### config.mk
export PLATFORM = sky130hd
export DESIGN_NAME = c3lib_scan_chain_ctrl
export DESIGN_NICKNAME = d
export VERILOG_FILES = /design/src/rtl/c3lib_scan_ctrl_pkg.sv /design/src/rtl/c3lib_scan_bit_cnt.sv /design/src/rtl/c3lib_scan_chain_ctrl.sv
export SDC_FILE = /design/constraint.sdc
export NUM_CORES = 1
export LEC_CHECK = 0
export ABC_CLOCK_PERIOD_IN_PS = 2800
export BUFFER_PORTS_ARGS = -buffer_cell sky130_fd_sc_hd__buf_2
export CORE_ASPECT_RATIO = 0.7
export CORE_UTILIZATION = 48
export DETAILED_ROUTE_END_ITERATION = 8
export PLACE_DENSITY_LB_ADDON = 0.12
export SLEW_MARGIN = 20
export SYNTH_ARGS = -nofsm -noshare
export SYNTH_HDL_FRONTEND = slang
export SYNTH_HIERARCHICAL = 1
export SYNTH_SLANG_ARGS = --single-unit
### constraint.sdc
create_clock -name clk -period 2.8 [get_ports clk]
set_input_delay 0.28 -clock clk [delete_from_list [all_inputs] [get_ports clk]]
set_output_delay 0.28 -clock clk [all_outputs]
set_load 0.02 [all_outputs]
### src/rtl/c3lib_scan_ctrl_pkg.sv
// Shared types and op encodings for the c3lib scan-chain shift controller.
package c3lib_scan_ctrl_pkg;

  typedef enum logic [2:0] {
    IDLE,
    LOAD,
    CAPT,
    UNLOAD,
    RESP
  } scan_ctrl_state_e;

  localparam logic SCAN_OP_EXCHANGE = 1'b0;
  localparam logic SCAN_OP_CAPTURE  = 1'b1;

endpackage

### src/rtl/c3lib_scan_bit_cnt.sv
// Shift-bit counter shared by the load and unload passes; flags the last
// shift cycle of a pass.
module c3lib_scan_bit_cnt #(
  parameter int CHAIN_LEN = 32,
  parameter int CNT_W     = $clog2(CHAIN_LEN + 1)
) (
  input  logic clk,
  input  logic rst_n,
  input  logic clr_i,
  input  logic en_i,
  output logic tc_o
);

  localparam logic [CNT_W-1:0] TC_VAL = CNT_W'(CHAIN_LEN - 1);

  logic [CNT_W-1:0] cnt_q, cnt_d;

  always_comb begin
    cnt_d = cnt_q;
    if (clr_i) begin
      cnt_d = '0;
    end else if (en_i) begin
      cnt_d = cnt_q + CNT_W'(1);
    end
  end

  // NOTE: sequential state uses non-blocking assignments so every flop samples pre-edge values.
  always_ff @(posedge clk or negedge rst_n) begin
    if (!rst_n) begin
      cnt_q <= '0;
    end else begin
      cnt_q <= cnt_d;
    end
  end

  assign tc_o = (cnt_q == TC_VAL);

endmodule

### src/rtl/c3lib_scan_chain_ctrl.sv
// Scan-chain shift controller: loads a word into the chain, optionally captures
// and unloads it. Optional macro C3LIB_SCAN_CTRL_PARITY_EN adds rsp_parity.
module c3lib_scan_chain_ctrl
  import c3lib_scan_ctrl_pkg::*;
#(
  parameter int CHAIN_LEN = 32,
  parameter int CNT_W     = $clog2(CHAIN_LEN + 1)
) (
  input  logic                 clk,
  input  logic                 rst_n,
  input  logic                 req_valid,
  output logic                 req_ready,
  input  logic                 req_capture,
  input  logic [CHAIN_LEN-1:0] req_data,
  output logic                 scan_en,
  output logic                 scan_in,
  input  logic                 scan_out,
  output logic                 rsp_valid,
  input  logic                 rsp_ready,
  output logic [CHAIN_LEN-1:0] rsp_data,
  output logic                 busy
`ifdef C3LIB_SCAN_CTRL_PARITY_EN
  ,
  output logic                 rsp_parity
`endif
);

  scan_ctrl_state_e     state_q, state_d;
  logic [CHAIN_LEN-1:0] load_q, load_d;
  logic [CHAIN_LEN-1:0] unload_q, unload_d;
  logic                 cap_q, cap_d;
  logic                 req_ready_q, req_ready_d;
  logic                 scan_en_q, scan_en_d;
  logic                 rsp_valid_q, rsp_valid_d;
  logic                 busy_q, busy_d;
  logic                 cnt_clr, cnt_en, cnt_tc, shift;

  c3lib_scan_bit_cnt #(
    .CHAIN_LEN (CHAIN_LEN),
    .CNT_W     (CNT_W)
  ) u_bit_cnt (
    .clk   (clk),
    .rst_n (rst_n),
    .clr_i (cnt_clr),
    .en_i  (cnt_en),
    .tc_o  (cnt_tc)
  );

  // NOTE: every always_comb output gets a default first so no latch is inferred.
  always_comb begin
    state_d     = state_q;
    load_d      = load_q;
    unload_d    = unload_q;
    cap_d       = cap_q;
    req_ready_d = req_ready_q;
    scan_en_d   = scan_en_q;
    rsp_valid_d = rsp_valid_q;
    busy_d      = busy_q;
    cnt_clr     = 1'b0;
    cnt_en      = 1'b0;
    shift       = 1'b0;

    unique case (state_q)
      IDLE: begin
        if (req_valid && req_ready_q) begin
          state_d     = LOAD;
          load_d      = req_data;
          cap_d       = req_capture;
          cnt_clr     = 1'b1;
          req_ready_d = 1'b0;
          scan_en_d   = 1'b1;
          busy_d      = 1'b1;
        end
      end
      LOAD: begin
        shift  = 1'b1;
        cnt_en = 1'b1;
        load_d = load_q >> 1;
        if (cnt_tc) begin
          scan_en_d = 1'b0;
          if (cap_q == SCAN_OP_CAPTURE) begin
            state_d = CAPT;
          end else begin
            state_d     = RESP;
            rsp_valid_d = 1'b1;
          end
        end
      end
      CAPT: begin
        // Load register is already drained, so scan_in stays 0 through UNLOAD.
        cnt_clr   = 1'b1;
        load_d    = '0;
        unload_d  = '0;
        scan_en_d = 1'b1;
        state_d   = UNLOAD;
      end
      UNLOAD: begin
        shift  = 1'b1;
        cnt_en = 1'b1;
        if (cnt_tc) begin
          scan_en_d   = 1'b0;
          rsp_valid_d = 1'b1;
          state_d     = RESP;
        end
      end
      RESP: begin
        if (rsp_ready) begin
          rsp_valid_d = 1'b0;
          req_ready_d = 1'b1;
          busy_d      = 1'b0;
          state_d     = IDLE;
        end
      end
      default: state_d = IDLE;
    endcase

    // Tail bit enters at the MSB so the first observed bit lands in bit 0.
    if (shift) begin
      unload_d = {scan_out, unload_q[CHAIN_LEN-1:1]};
    end
  end

  // NOTE: the data registers are reset too, since they drive scan_in and rsp_data directly.
  always_ff @(posedge clk or negedge rst_n) begin
    if (!rst_n) begin
      state_q     <= IDLE;
      load_q      <= '0;
      unload_q    <= '0;
      cap_q       <= SCAN_OP_EXCHANGE;
      req_ready_q <= 1'b1;
      scan_en_q   <= 1'b0;
      rsp_valid_q <= 1'b0;
      busy_q      <= 1'b0;
    end else begin
      state_q     <= state_d;
      load_q      <= load_d;
      unload_q    <= unload_d;
      cap_q       <= cap_d;
      req_ready_q <= req_ready_d;
      scan_en_q   <= scan_en_d;
      rsp_valid_q <= rsp_valid_d;
      busy_q      <= busy_d;
    end
  end

  assign req_ready = req_ready_q;
  assign scan_en   = scan_en_q;
  assign scan_in   = load_q[0];
  assign rsp_valid = rsp_valid_q;
  assign rsp_data  = unload_q;
  assign busy      = busy_q;

`ifdef C3LIB_SCAN_CTRL_PARITY_EN
  logic par_q, par_d;

  always_comb begin
    par_d = par_q;
    if ((state_q == IDLE && req_valid && req_ready_q) || state_q == CAPT) begin
      par_d = 1'b0;
    end else if (shift) begin
      par_d = par_q ^ scan_out;
    end
  end

  always_ff @(posedge clk or negedge rst_n) begin
    if (!rst_n) begin
      par_q <= 1'b0;
    end else begin
      par_q <= par_d;
    end
  end

  assign rsp_parity = par_q;
`else
  // Default build carries no parity tracking.
`endif

endmodule

==> results by group <==
Status
  • Outcome: completed

Detailed routing
  • DR vias: about 2300
  • Final WL: between 6 and 7 mm
  • Routed WL per cell: 15.7 µm
  • DR vias/cell: 5.54
  • Post-route ant nets: 0
  • DR DRC count: 0
  • First DRT Iteration DRCs: about 170
  • First-pass iteration count of the detailed router: 4

Floorplanning
  • IO Count: 75
  • Chip height: between 70 and 80 µm
  • Starting density of the core: 0.509
  • Row count: 24
  • Core Area: between 6000 and 7000 µm²
  • Die ar.: slightly above 7000 µm²
  • Die W: 100 µm

Synthesis
  • Mapped Cells: 249
  • Flops & latches, synth: 78
  • Seq/Total Area, Yosys: 0.599
  • Synth Net Count: 288
  • Synth Cell Area: around 3300 µm²
  • EDFF count, synth: 0
  • Ys Warns: 6
  • Cell variety after synth: 33
  • Fraction of registers with async set/reset: 1.00
  • Syn_area_per_cell: 13.1 µm²
  • Synth Flop Type: dfrtp_1

CTS
  • CTS tree: done
  • Post-CTS setup buffers: 0
  • Clock Latency Late Sink: 0.35 ns
  • Inserted Clock Buffers: 9
  • Root cell of the clock tree: clkbuf_8
  • Cts repair resizes: 0
  • Clock buffer depth: 2
  • CTS Hold Bufs: 0
  • CTS H-tree depth: 3
  • Reg clk slew, reported paths: 0.09 ns
  • CTS Sinks: slightly below 80

GRT
  • Initial antenna violation count: 0
  • Largest net degree at the start of global routing: 79
  • Vias in the first global route: about 2200
  • First-pass GRT wire length: 11.1 mm
  • GRT Total Usage: 0.204
  • Grt ovf: 0

Critical path
  • Required time worst endpoint: 3.04 ns
  • Crit path cell chain: nand2b_1 > clkinv_1 > buf_4 > a22o_1
  • R2R depth: 4
  • CP Max Fanout: 33
  • Critical Path End Type: flop
  • Crit path largest cell delay: 0.73 ns
  • Slowest-stage cell, CP: dfrtp_1
  • Critical path arrival: 2.18 ns
  • Crit start category: flop
  • Kind of critical path: flop to flop

Timing
  • Final setup fails: 0
  • Setup tns final: 0 ns
  • Fin crit period: 1.95 ns
  • Setup Skew: ~0.013 ns
  • Fin crit share: 0.696
  • Relative slew margins: 0.366
  • Max-slew violation count: 0
  • Actual slew at the worst max-slew pin: 0.950 ns
  • Fmax: 513 MHz
  • Final Hold Viols: 0
  • RSZ-0062 raised after global routing: no

Power and ir drop
  • Psw: 462 µW
  • Sequential share of power: 0.553
  • Total power: 2.03 mW
  • Leak Pwr: ~1.9 nW
  • Sw Ratio: 0.227
  • Pwr dens: around 530 nW/µm²
  • Worst VDD drop: between 0.0003 and 0.0004 V
  • Pint: between 1.5 and 2 mW
  • Comb power frac: 0.026
  • Clk pwr share: 0.421

Cells and area
  • P&R area growth vs syn: 18.2%
  • Fillcell total: 575
  • N_diodes: 0
  • Most frequent cells in the layout: 77 x dfrtp_1, 73 x buf_2, 34 x a22o_1, 32 x nor3b_1, 31 x a221o_1
  • Fin area: ~3800 µm²
  • Final #Nets: roughly 360
  • Most common cell after layout, fill and taps aside: dfrtp_1
  • Share of layout cells above drive strength 1: 0.317

Placed design
  • Placed inst area: about 3600 µm²
  • GP Congestion: about 0.72
  • Port bufs: 74
  • DPL Wire Length: a little over 4 mm

Flow run
  • Max Cap Violations: 0

Worst hold path
  • Worst Hold Class: input port to async pin
## logic make-up (layout without fill, tap and decap cells)
| logic type | Yosys count | in the layout | synth area share |
|---|---|---|---|
| flip-flops | 78 | 78 | 0.599 |
| AO/OA/AOI/OAI | 77 | 77 | 0.210 |
| AND/OR/NAND/NOR | 59 | 59 | 0.114 |
| buffers and inverters | 27 | 100 | 0.0511 |
| XOR/XNOR | 4 | 4 | 0.0108 |
| multiplexers | 3 | 3 | 0.00998 |
| adder cells (fa/ha/maj) | 1 | 1 | 0.00384 |
## final timing paths
kind / to / from / slack (ns)
max reg2reg: rsp_data[22] / state_q[2] / 0.85
max: rsp_data[22] / state_q[2] / 0.85
min: load_q[21] / rst_n / 0.05
min reg2reg: load_q[9] / load_q[10] / 0.51
max in group asynchronous: rsp_data[23] / rst_n / 2.11
min in group clk: rsp_data[31] / scan_out / 0.15
## final cells by class
class | instances | area (µm²) | area share
tap | 91 | 114 | 0.0296
timing repair buffer | 79 | 410 | 0.107
sequential | 78 | 1950 | 0.507
inverter | 5 | 18.8 | 0.00487
multi-input combinational | 144 | 1150 | 0.299
clock inverter | 7 | 80.1 | 0.0208
clock buffer | 9 | 124 | 0.0322
## worst max-delay path, delay by kind of cell (launching register included)
kind	cells	cell delay [ns]
and+or+nand+nor	1	0.27
buffers and inverters	2	0.54
DFF	1	0.73
AOI/OAI and AO/OA	1	0.28
## power groups by stage
stage | Sequential, mW | Clock, mW | Combinational, mW
3_3_place_gp | 1.15 | 0 | 0.0540
5_1_grt | 1.13 | 0.924 | 0.0602
2_1_floorplan | 1.15 | 0 | 0.00744
3_5_place_dp | 1.15 | 0 | 0.0543
4_1_cts | 1.13 | 0.881 | 0.0546
6_report | 1.13 | 0.857 | 0.0526
## per-stage QoR
stage,setup slack [ns],utilization,hold WS [ns],std cells
detailed placement,0.838,0.570,0.492,397
global route,0.678,0.602,0.136,413
floorplan,1.19,-,-0.0156,249
global placement,0.924,0.570,0.488,397
CTS,0.819,0.602,0.105,413
finish,0.852,0.602,0.0541,413
## sequential cells by signal, summed over array words and instances (netlist names), 3 cells and up
signal / count
load_q: 32
rsp_data: 32
state_q: 3
u_bit_cnt/cnt_q: 6
## synth_stat cells (2+ instances only)
library cell / instances / share of area
dfrtp_1: 77 / 0.59
a22o_1: 34 / 0.091
nor3b_1: 32 / 0.074
a221o_1: 31 / 0.095
buf_2: 13 / 0.020
nor2_1: 9 / 0.010
buf_6: 6 / 0.021
nand2_1: 6 / 0.0069
o21ai_0: 5 / 0.0077
inv_1: 4 / 0.0046
a21oi_1: 3 / 0.0046
nand3_1: 3 / 0.0046
xor2_1: 3 / 0.0081
mux2_2: 2 / 0.0069
nand2b_1: 2 / 0.0038
nand4_1: 2 / 0.0038
## layer usage
metal  track usage  wire length (µm)  up-vias  part of all wire
met3        0.0662               348        5             0.054
met4        0.0483                40        0            0.0062
met2         0.262              2590       64              0.40
li1              -                 -     1092                 -
met5             0                 0        -                 0
met1         0.330              3500     1127              0.54
No activity file was read; power rests on OpenSTA's default activity.
